## config.mk

```make
export PLATFORM = sky130hd
export DESIGN_NAME = imem_boot_loader_flat
export DESIGN_NICKNAME = d
export VERILOG_FILES = /design/src/rtl/imem_boot_if.sv /design/src/rtl/imem_boot_loader.sv /design/src/flat_wrapper.sv
export SDC_FILE = /design/constraint.sdc
export NUM_CORES = 1
export LEC_CHECK = 0
export BUFFER_PORTS_ARGS = -buffer_cell sky130_fd_sc_hd__buf_2
export CAP_MARGIN = 20
export CORE_MARGIN = 2
export CORE_UTILIZATION = 56
export CTS_BUF_LIST = sky130_fd_sc_hd__clkbuf_8 sky130_fd_sc_hd__clkbuf_16
export DETAILED_ROUTE_END_ITERATION = 6
export PLACE_DENSITY = 0.83
export SKIP_LAST_GASP = 1
export SLEW_MARGIN = 40
export SYNTH_ARGS = -nofsm -noshare
export SYNTH_HDL_FRONTEND = slang
export SYNTH_SLANG_ARGS = --single-unit
```

## constraint.sdc

```tcl
create_clock -name clk -period 2.7 [get_ports clk]
set_clock_uncertainty 0.15 [all_clocks]
set_input_delay 0.81 -clock clk [delete_from_list [all_inputs] [get_ports clk]]
set_output_delay 0.81 -clock clk [all_outputs]
set_load 0.005 [all_outputs]
```

## src/rtl/imem_boot_if.sv

```systemverilog
// Byte-stream input and instruction-memory write port of the boot loader.
// master = loader side, slave = stream source / memory / core side.
interface imem_boot_if #(
  parameter int NUM_WORDS = 256
);
  localparam int ADDR_W = $clog2(NUM_WORDS);

  // A byte moves on a rising edge where in_valid && in_ready are both high;
  // in_data is don't-care otherwise, and in_valid may drop between bytes.
  logic [7:0]        in_data;
  logic              in_valid;
  logic              in_ready;
  logic              imem_we;
  logic [ADDR_W-1:0] imem_addr;
  logic [31:0]       imem_wdata;
  logic              core_rst;
  logic              done;
  logic              error;

  modport master (
    input  in_data, in_valid,
    output in_ready, imem_we, imem_addr, imem_wdata, core_rst, done, error
  );

  modport slave (
    output in_data, in_valid,
    input  in_ready, imem_we, imem_addr, imem_wdata, core_rst, done, error
  );
endinterface

```

## src/rtl/imem_boot_loader.sv

```systemverilog
// Loads a length-prefixed little-endian byte image into instruction memory and
// holds the core in reset until done. Define BOOT_CKSUM_EN for a trailing XOR checksum.
module imem_boot_loader #(
  parameter int NUM_WORDS = 256
) (
  input  logic              clk,
  input  logic              rst,
  imem_boot_if.master       bus,
  output logic [2:0]        dbg_state
);
  localparam int ADDR_W = $clog2(NUM_WORDS);

  typedef enum logic [2:0] {
    S_LEN0  = 3'd0,
    S_LEN1  = 3'd1,
    S_DATA  = 3'd2,
`ifdef BOOT_CKSUM_EN
    S_CKSUM = 3'd3,
`endif
    S_FIN   = 3'd4,
    S_DONE  = 3'd5,
    S_ERR   = 3'd6
  } state_t;

  state_t            state;
  logic [7:0]        len_lo;
  logic [15:0]       len;
  logic [1:0]        bcnt;
  logic [23:0]       word;
  logic [ADDR_W-1:0] idx;
  logic              fire;
`ifdef BOOT_CKSUM_EN
  logic [7:0]        xor_acc;
`endif

  assign fire      = bus.in_valid & bus.in_ready;
  assign dbg_state = state;

  always_ff @(posedge clk) begin
    if (rst) begin
      state          <= S_LEN0;
      bus.in_ready   <= 1'b0;
      bus.imem_we    <= 1'b0;
      bus.imem_addr  <= '0;
      bus.imem_wdata <= '0;
      bus.core_rst   <= 1'b1;
      bus.done       <= 1'b0;
      bus.error      <= 1'b0;
      len_lo         <= '0;
      len            <= '0;
      bcnt           <= '0;
      word           <= '0;
      idx            <= '0;
`ifdef BOOT_CKSUM_EN
      xor_acc        <= '0;
`endif
    end else begin
      bus.imem_we <= 1'b0;
      case (state)
        S_LEN0: begin
          bus.in_ready <= 1'b1;
          if (fire) begin
            len_lo <= bus.in_data;
`ifdef BOOT_CKSUM_EN
            xor_acc <= bus.in_data;
`endif
            state <= S_LEN1;
          end
        end

        S_LEN1: begin
          if (fire) begin
            len <= {bus.in_data, len_lo};
`ifdef BOOT_CKSUM_EN
            xor_acc <= xor_acc ^ bus.in_data;
`endif
            if ({1'b0, bus.in_data, len_lo} > 17'(NUM_WORDS)) begin
              state        <= S_ERR;
              bus.in_ready <= 1'b0;
            end else if ({bus.in_data, len_lo} == 16'd0) begin
`ifdef BOOT_CKSUM_EN
              state        <= S_CKSUM;
`else
              state        <= S_FIN;
              bus.in_ready <= 1'b0;
`endif
            end else begin
              state <= S_DATA;
            end
          end
        end

        S_DATA: begin
          if (fire) begin
`ifdef BOOT_CKSUM_EN
            xor_acc <= xor_acc ^ bus.in_data;
`endif
            bcnt <= bcnt + 2'd1;
            // Shift right so the first byte of a word ends up in bits [7:0].
            word <= {bus.in_data, word[23:8]};
            if (bcnt == 2'd3) begin
              bus.imem_we    <= 1'b1;
              bus.imem_wdata <= {bus.in_data, word};
              bus.imem_addr  <= idx;
              idx            <= idx + ADDR_W'(1);
              if (17'(idx) + 17'd1 == {1'b0, len}) begin
`ifdef BOOT_CKSUM_EN
                state        <= S_CKSUM;
`else
                state        <= S_FIN;
                bus.in_ready <= 1'b0;
`endif
              end
            end
          end
        end

`ifdef BOOT_CKSUM_EN
        S_CKSUM: begin
          if (fire) begin
            bus.in_ready <= 1'b0;
            state        <= (bus.in_data == xor_acc) ? S_FIN : S_ERR;
          end
        end
`endif

        S_FIN: begin
          bus.in_ready <= 1'b0;
          bus.done     <= 1'b1;
          bus.core_rst <= 1'b0;
          state        <= S_DONE;
        end

        S_DONE: begin
          bus.in_ready <= 1'b0;
        end

        S_ERR: begin
          bus.in_ready <= 1'b0;
          bus.error    <= 1'b1;
          bus.core_rst <= 1'b1;
        end

        default: begin
          bus.in_ready <= 1'b0;
          state        <= S_ERR;
        end
      endcase
    end
  end
endmodule

```

## src/flat_wrapper.sv

```systemverilog
// flat-port wrapper written by rule: the top's interface ports become plain ports
module imem_boot_loader_flat 
#(
  parameter int NUM_WORDS = 256
)
  (clk, rst, dbg_state, bus_in_data, bus_in_valid, bus_in_ready, bus_imem_we, bus_imem_addr, bus_imem_wdata, bus_core_rst, bus_done, bus_error);
  imem_boot_if #(.NUM_WORDS(NUM_WORDS)) bus_i ();
  input  logic clk;
  input  logic rst;
  output logic [2:0] dbg_state;
  input wire logic [$bits(bus_i.in_data)-1:0] bus_in_data;
  input wire logic [$bits(bus_i.in_valid)-1:0] bus_in_valid;
  output wire logic [$bits(bus_i.in_ready)-1:0] bus_in_ready;
  output wire logic [$bits(bus_i.imem_we)-1:0] bus_imem_we;
  output wire logic [$bits(bus_i.imem_addr)-1:0] bus_imem_addr;
  output wire logic [$bits(bus_i.imem_wdata)-1:0] bus_imem_wdata;
  output wire logic [$bits(bus_i.core_rst)-1:0] bus_core_rst;
  output wire logic [$bits(bus_i.done)-1:0] bus_done;
  output wire logic [$bits(bus_i.error)-1:0] bus_error;
  assign bus_i.in_data = bus_in_data;
  assign bus_i.in_valid = bus_in_valid;
  assign bus_in_ready = bus_i.in_ready;
  assign bus_imem_we = bus_i.imem_we;
  assign bus_imem_addr = bus_i.imem_addr;
  assign bus_imem_wdata = bus_i.imem_wdata;
  assign bus_core_rst = bus_i.core_rst;
  assign bus_done = bus_i.done;
  assign bus_error = bus_i.error;
  imem_boot_loader #(.NUM_WORDS(NUM_WORDS)) u_core (.clk(clk), .rst(rst), .bus(bus_i), .dbg_state(dbg_state));
endmodule
```

## After elaboration in Yosys (flattened, before gate mapping)

Cells that the tools add are included.

- Output and inout bits: 48
- Flip-flop bits (word level): 106
- Word-level logic and storage cells: 62
- Input port bits: 11

- Reductions and logical operators: 11
- Multiplexer cells: 17
- Bitwise operators: 4
- Equal/unequal tests: 13
- Add/sub/neg operators: 3
- Magnitude comparators: 1

Operator list:

| cell | count |
|---|---|
| 2-to-1 mux 3 bit | 7 |
| == test 17 x 16 -> 1 bit | 1 |
| greater-than comparator 16 x 9 -> 1 bit, second input constant | 1 |
| zero test 16 bit | 1 |
| one-hot mux 3 bit (5 select lines) | 1 |
| != test 2 x 1 -> 1 bit, second input constant | 5 |
| adder 8 x 1 -> 9 bit, second input constant | 1 |
| == test 3 bit, second input constant | 3 |
| adder 8 x 1 -> 8 bit, second input constant | 1 |
| 2-to-1 mux 1 bit | 7 |
| AND reduction 2 bit | 3 |
| AND reduction 6 bit | 1 |
| AND reduction 5 bit | 1 |
| == test 3 x 1 -> 1 bit, second input constant | 1 |
| == test 3 x 2 -> 1 bit, second input constant | 1 |
| zero test 3 bit | 1 |
| != test 3 x 1 -> 1 bit, second input constant | 1 |
| inverter 1 bit | 3 |
| one-hot mux 1 bit (3 select lines) | 1 |
| AND reduction 3 bit | 1 |
| OR reduction 3 bit | 1 |
| adder 2 x 1 -> 2 bit, second input constant | 1 |
| == test 2 bit, second input constant | 1 |
| one-hot mux 1 bit (2 select lines) | 1 |
| 3 further kinds | 3 |

## Longest topological paths before layout

- Depth in word-level cells: 6
- Mapped depth: 7
- Mapped depth without buffers: 6

## Worst setup path before layout

No wires, ideal clock.

- Path kind: input-to-reg
- From: input bus_in_data[5]
- To: register u_core.bus.in_ready
- Setup time: 74 ps
- Arrival: 2115 ps
- Setup slack: 361 ps
- Required time: 2476 ps
- Buffers on the path: 0
- Cell stages on the path: 5
- Path through: or4_4 -> nor2_4 -> a311oi_1 -> or4_1 -> a31oi_1

- Longest elaborated chain between the ends: 4
- Elaborated cells on any way between the ends: 7
- Those cells by class: order compare: 1; eq/ne: 1; mux: 3; reduce/logical: 2

Ends and longest elaborated chain:

| element | line | RTL |
|---|---|---|
| start: declaration | flat_wrapper.sv:11 | `input wire logic [$bits(bus_i.in_data)-1:0] bus_in_data;` |
| greater-than comparator 16 x 9 -> 1 bit | imem_boot_loader.sv:77 | `if ({1'b0, bus.in_data, len_lo} > 17'(NUM_WORDS)) begin` |
| 2-to-1 mux 1 bit | imem_boot_loader.sv:77 |  |
| 2-to-1 mux 1 bit | imem_boot_loader.sv:72 | `if (fire) begin` |
| one-hot mux 1 bit (3 select lines) | imem_boot_loader.sv:59 | `case (state)` |
| end signal: assignment | imem_boot_loader.sv:61 | `bus.in_ready <= 1'b1;` |
| end signal: assignment | imem_boot_loader.sv:79 | `bus.in_ready <= 1'b0;` |
| end signal: assignment | imem_boot_loader.sv:85 | `bus.in_ready <= 1'b0;` |
| end: declaration | imem_boot_if.sv:22 | `output in_ready, imem_we, imem_addr, imem_wdata, core_rst, done, error` |

Parallel ways exist; a longest one is shown, timed or not. The select of a mux whose other input is x is not followed.
A chain may end at the register's enable or synchronous reset.

## Worst setup path after layout

- From: register u_core.idx[1]
- To: register u_core.state[2] (netlist: u_core.dbg_state[2])

- Longest elaborated chain between the ends: 4

Ends and longest elaborated chain:

| element | line | RTL |
|---|---|---|
| start: declaration | imem_boot_loader.sv:30 | `logic [ADDR_W-1:0] idx;` |
| start signal: assignment | imem_boot_loader.sv:105 | `idx <= idx + ADDR_W'(1);` |
| adder 8 x 1 -> 9 bit | imem_boot_loader.sv:106 | `if (17'(idx) + 17'd1 == {1'b0, len}) begin` |
| == test 17 x 16 -> 1 bit | imem_boot_loader.sv:106 |  |
| != test 2 x 1 -> 1 bit (no source line) | n/a |  |
| AND reduction 6 bit (no source line) | n/a |  |
| end signal: assignment | imem_boot_loader.sv:110 | `state <= S_FIN;` |
| end signal: assignment | imem_boot_loader.sv:131 | `state <= S_DONE;` |
| end signal: assignment | imem_boot_loader.sv:146 | `state <= S_ERR;` |
| end: declaration | imem_boot_loader.sv:25 | `state_t state;` |

No other way between the ends.

==> run_results.csv <==
group,metric,value,unit
status,outcome,"complete, no violations",
critical_path,end_kind,"flop",
cts,hold_buffers,0,
layout,postLayoutCellArea,0.00471,mm2
die,die-area,0.00809,mm2
grt,grt_pass1_vias,3243,
sta,relSlewSlack,61.5,%
critical_path,cp_max_fo,5,
grt,grt_busiest_layer,"met2",
sta,post-route-period-util,88.2,%
detailed_routing,drt_first_pass_iters,5,
sta,drv_slew,0,
die,core,0.00721,mm2
place,post-place-ws,0.126,ns
sta,fmax,420,MHz
yosys,synth_edf_count,0,
detailed_routing,routed_wl,9.03,mm
power,p_leak,1.91,nW
yosys,ys.flop_type,"dfxtp_1",
detailed_routing,vias,3491,
detailed_routing,antenna_left,0,
sta,setup_viol,0,
grt,grt_max_degree,85,
grt,use_met1,31.3,%
yosys,syn_avg_cell_area,8.25,um2
yosys,synth_area_leaders,"dfxtp_1 (51%), nand2_1 (13%), a21oi_1 (8.7%)",
cts,clk_latency,0.37,ns
sta,finalSetupTns,0,ns
cts,cts-resized-gates,0,
sta,fin_ws,0.319,ns
yosys,synth_top_area_share,51.3,%
place,dpl.hpwl,6.26,mm
grt,antenna_found_initial,0,
cts,clockBufferDepth,2,
yosys,ys_ff_latch,106,
yosys,yosys_warnings,0,
critical_path,slowest_stage,"a2111oi_2",
detailed_routing,drc,0,
critical_path,crit_family,"compound AO/OA/AOI/OAI gates",
sta,fin_crit,2.38,ns
grt,use_met3,3.44,%
place,postPlaceCellArea,0.00452,mm2
cts,cts-buffers-inserted,9,
cts,htreeDepth,3,
die,dieWidth,89.9,um
layout,drive_above_1_share,16.7,%
detailed_routing,vias_per_cell,5.36,
run,max_cap_viol_count,0,
detailed_routing,drt_iter0_markers,174,
cts,postCtsSetupRepairBufs,0,
worst_hold_path,hold_path.class,"reg2reg",
sta,holdWs,0.308,ns
layout,diodes,0,
die,num_io_pins,59,
die,die-height,89.9,um
power,power.total,3.19,mW
sta,rsz0062_at_grt,"false",
place,place.gp.congestion,0.834,
yosys,synthCells,501,
yosys,syn_nets,514,
sta,worstMarginPinSlew,0.576,ns
yosys,ys_seq_area_share,51.3,%
cts,cts.sinks,106,
layout,syn2layout_area_growth,14.0,%
grt,grtUsageTotal,23.0,%
sta,hold_viol,0,
yosys,syn_area,0.00414,mm2
yosys,async_reset_ff_share,0,%
critical_path,required,2.87,ns
detailed_routing,avgRoutedWirePerCell,13.9,um
cts,cts_tree,"yes",
yosys,yosys-top-cells-count,"nand2_1 (143), dfxtp_1 (106), a21oi_1 (72), nor2_1 (50), mux2i_1 (24)",
critical_path,slowest_delay,0.55,ns
power,p_per_area,677,mW/mm2
critical_path,worstPathCellList,"ha_1 > nand2b_1 > or2_0 > a311o_1 > a2111oi_2 > a32o_2",
die,initial_core_util,57.3,%
critical_path,cp.buffers_inverters,0,
cts,root_buffer,"clkbuf_8",
critical_path,arrival,2.55,ns
critical_path,setup.worst_path.class,"reg2reg",
critical_path,startpoint_type,"flop",
grt,grt_overflow,0,
die,placementRows,31,
cts,clk_pin_slew,0.11,ns
layout,fin_nets,560,
power,peakVddDrop,0.404,mV
yosys,yosysMostFrequentCell,"nand2_1",
grt,use_met2,36.8,%
yosys,synth_area_leader_cell,"dfxtp_1",
place,io_buffers,58,
grt,grt_pass1_wl,15.3,mm
yosys,synth_cell_types,37,
==> logic make-up after synthesis <==
kind of cell             count (synthesis)  share of synthesized area [%]
AND/OR/NAND/NOR                        226                           23.4
flip-flops                             106                           51.3
AO/OA/AOI/OAI                           86                           11.3
buffers and inverters                   38                           3.60
multiplexers                            24                           5.81
XOR/XNOR                                19                           4.02
adder cells (fa/ha/maj)                  2                          0.605
==> per-stage QoR <==
step / util [%] / instances
floorplan: - / 501
global placement: 62.7 / 635
detailed placement: 62.7 / 635
CTS: 65.3 / 651
global route: 65.3 / 651
finish: 65.3 / 651
==> path summary, 6_finish.rpt <==
check | startpoint | endpoint | slack [ns] | depth (start not counted)
setup / recovery | u_core.idx[1] | u_core.dbg_state[2] | 0.32 | 6
hold reg to reg | u_core.bus.imem_wdata[11] | u_core.bus.imem_wdata[11] | 0.31 | 2
setup reg to reg | u_core.idx[1] | u_core.dbg_state[2] | 0.32 | 6
hold / removal | u_core.bus.imem_wdata[11] | u_core.bus.imem_wdata[11] | 0.31 | 2
==> cell type report <==
class	count	area, um2
Clock inverter	7	67.6
Multi-Input combinational cell	357	1870
Inverter	6	22.5
Timing Repair Buffer	67	383
Clock buffer	9	124
Sequential cell	106	2120
Fill cell	597	2500
Tap cell	99	124
==> layer usage <==
layer	vias up	part of all wire, %
li1	1743	-
met1	1618	45
met2	113	48
met3	17	5.3
met4	0	2.0
met5	-	0
==> tightest hold or removal path, stage by stage, from the launching register on <==
cell,delay [ns]
dfxtp_1,0.32
nand2_1,0.05
a21oi_1,0.05
==> registers in the layout, indices dropped and copies added (netlist names), 2 cells and up <==
register,cells
u_core.len,16
u_core.bcnt,2
u_core.idx,8
u_core.bus.imem_addr,8
u_core.dbg_state,3
u_core.bus.imem_wdata,32
u_core.len_lo,8
u_core.word,24
==> cells in the final DEF (no fill, tap or decap), drive strengths merged, types with 2 or more instances in the layout <==
master / synthesis / layout
a21oi: 72 / 72
a311oi: 2 / 2
nor2: 51 / 51
or3: 2 / 2
nand4: 2 / 2
clkinv: 0 / 3
xor2: 7 / 7
a31oi: 3 / 3
or4: 5 / 5
xnor2: 12 / 12
buf: 10 / 67
nor3: 7 / 7
o21ai: 5 / 5
inv: 6 / 10
mux2i: 24 / 24
or2: 2 / 2
ha: 2 / 2
nand2: 143 / 143
dfxtp: 106 / 106
clkbuf: 22 / 9
nor4: 3 / 3
nand3: 4 / 4
nand2b: 3 / 3
==> where the power goes <==
part | switching, mW | total [mW] | internal (mW)
registers | 0.110 | 1.75 | 1.64
clock network | 0.575 | 0.934 | 0.360
logic | 0.282 | 0.508 | 0.227
(Power assumes the default switching activity.)
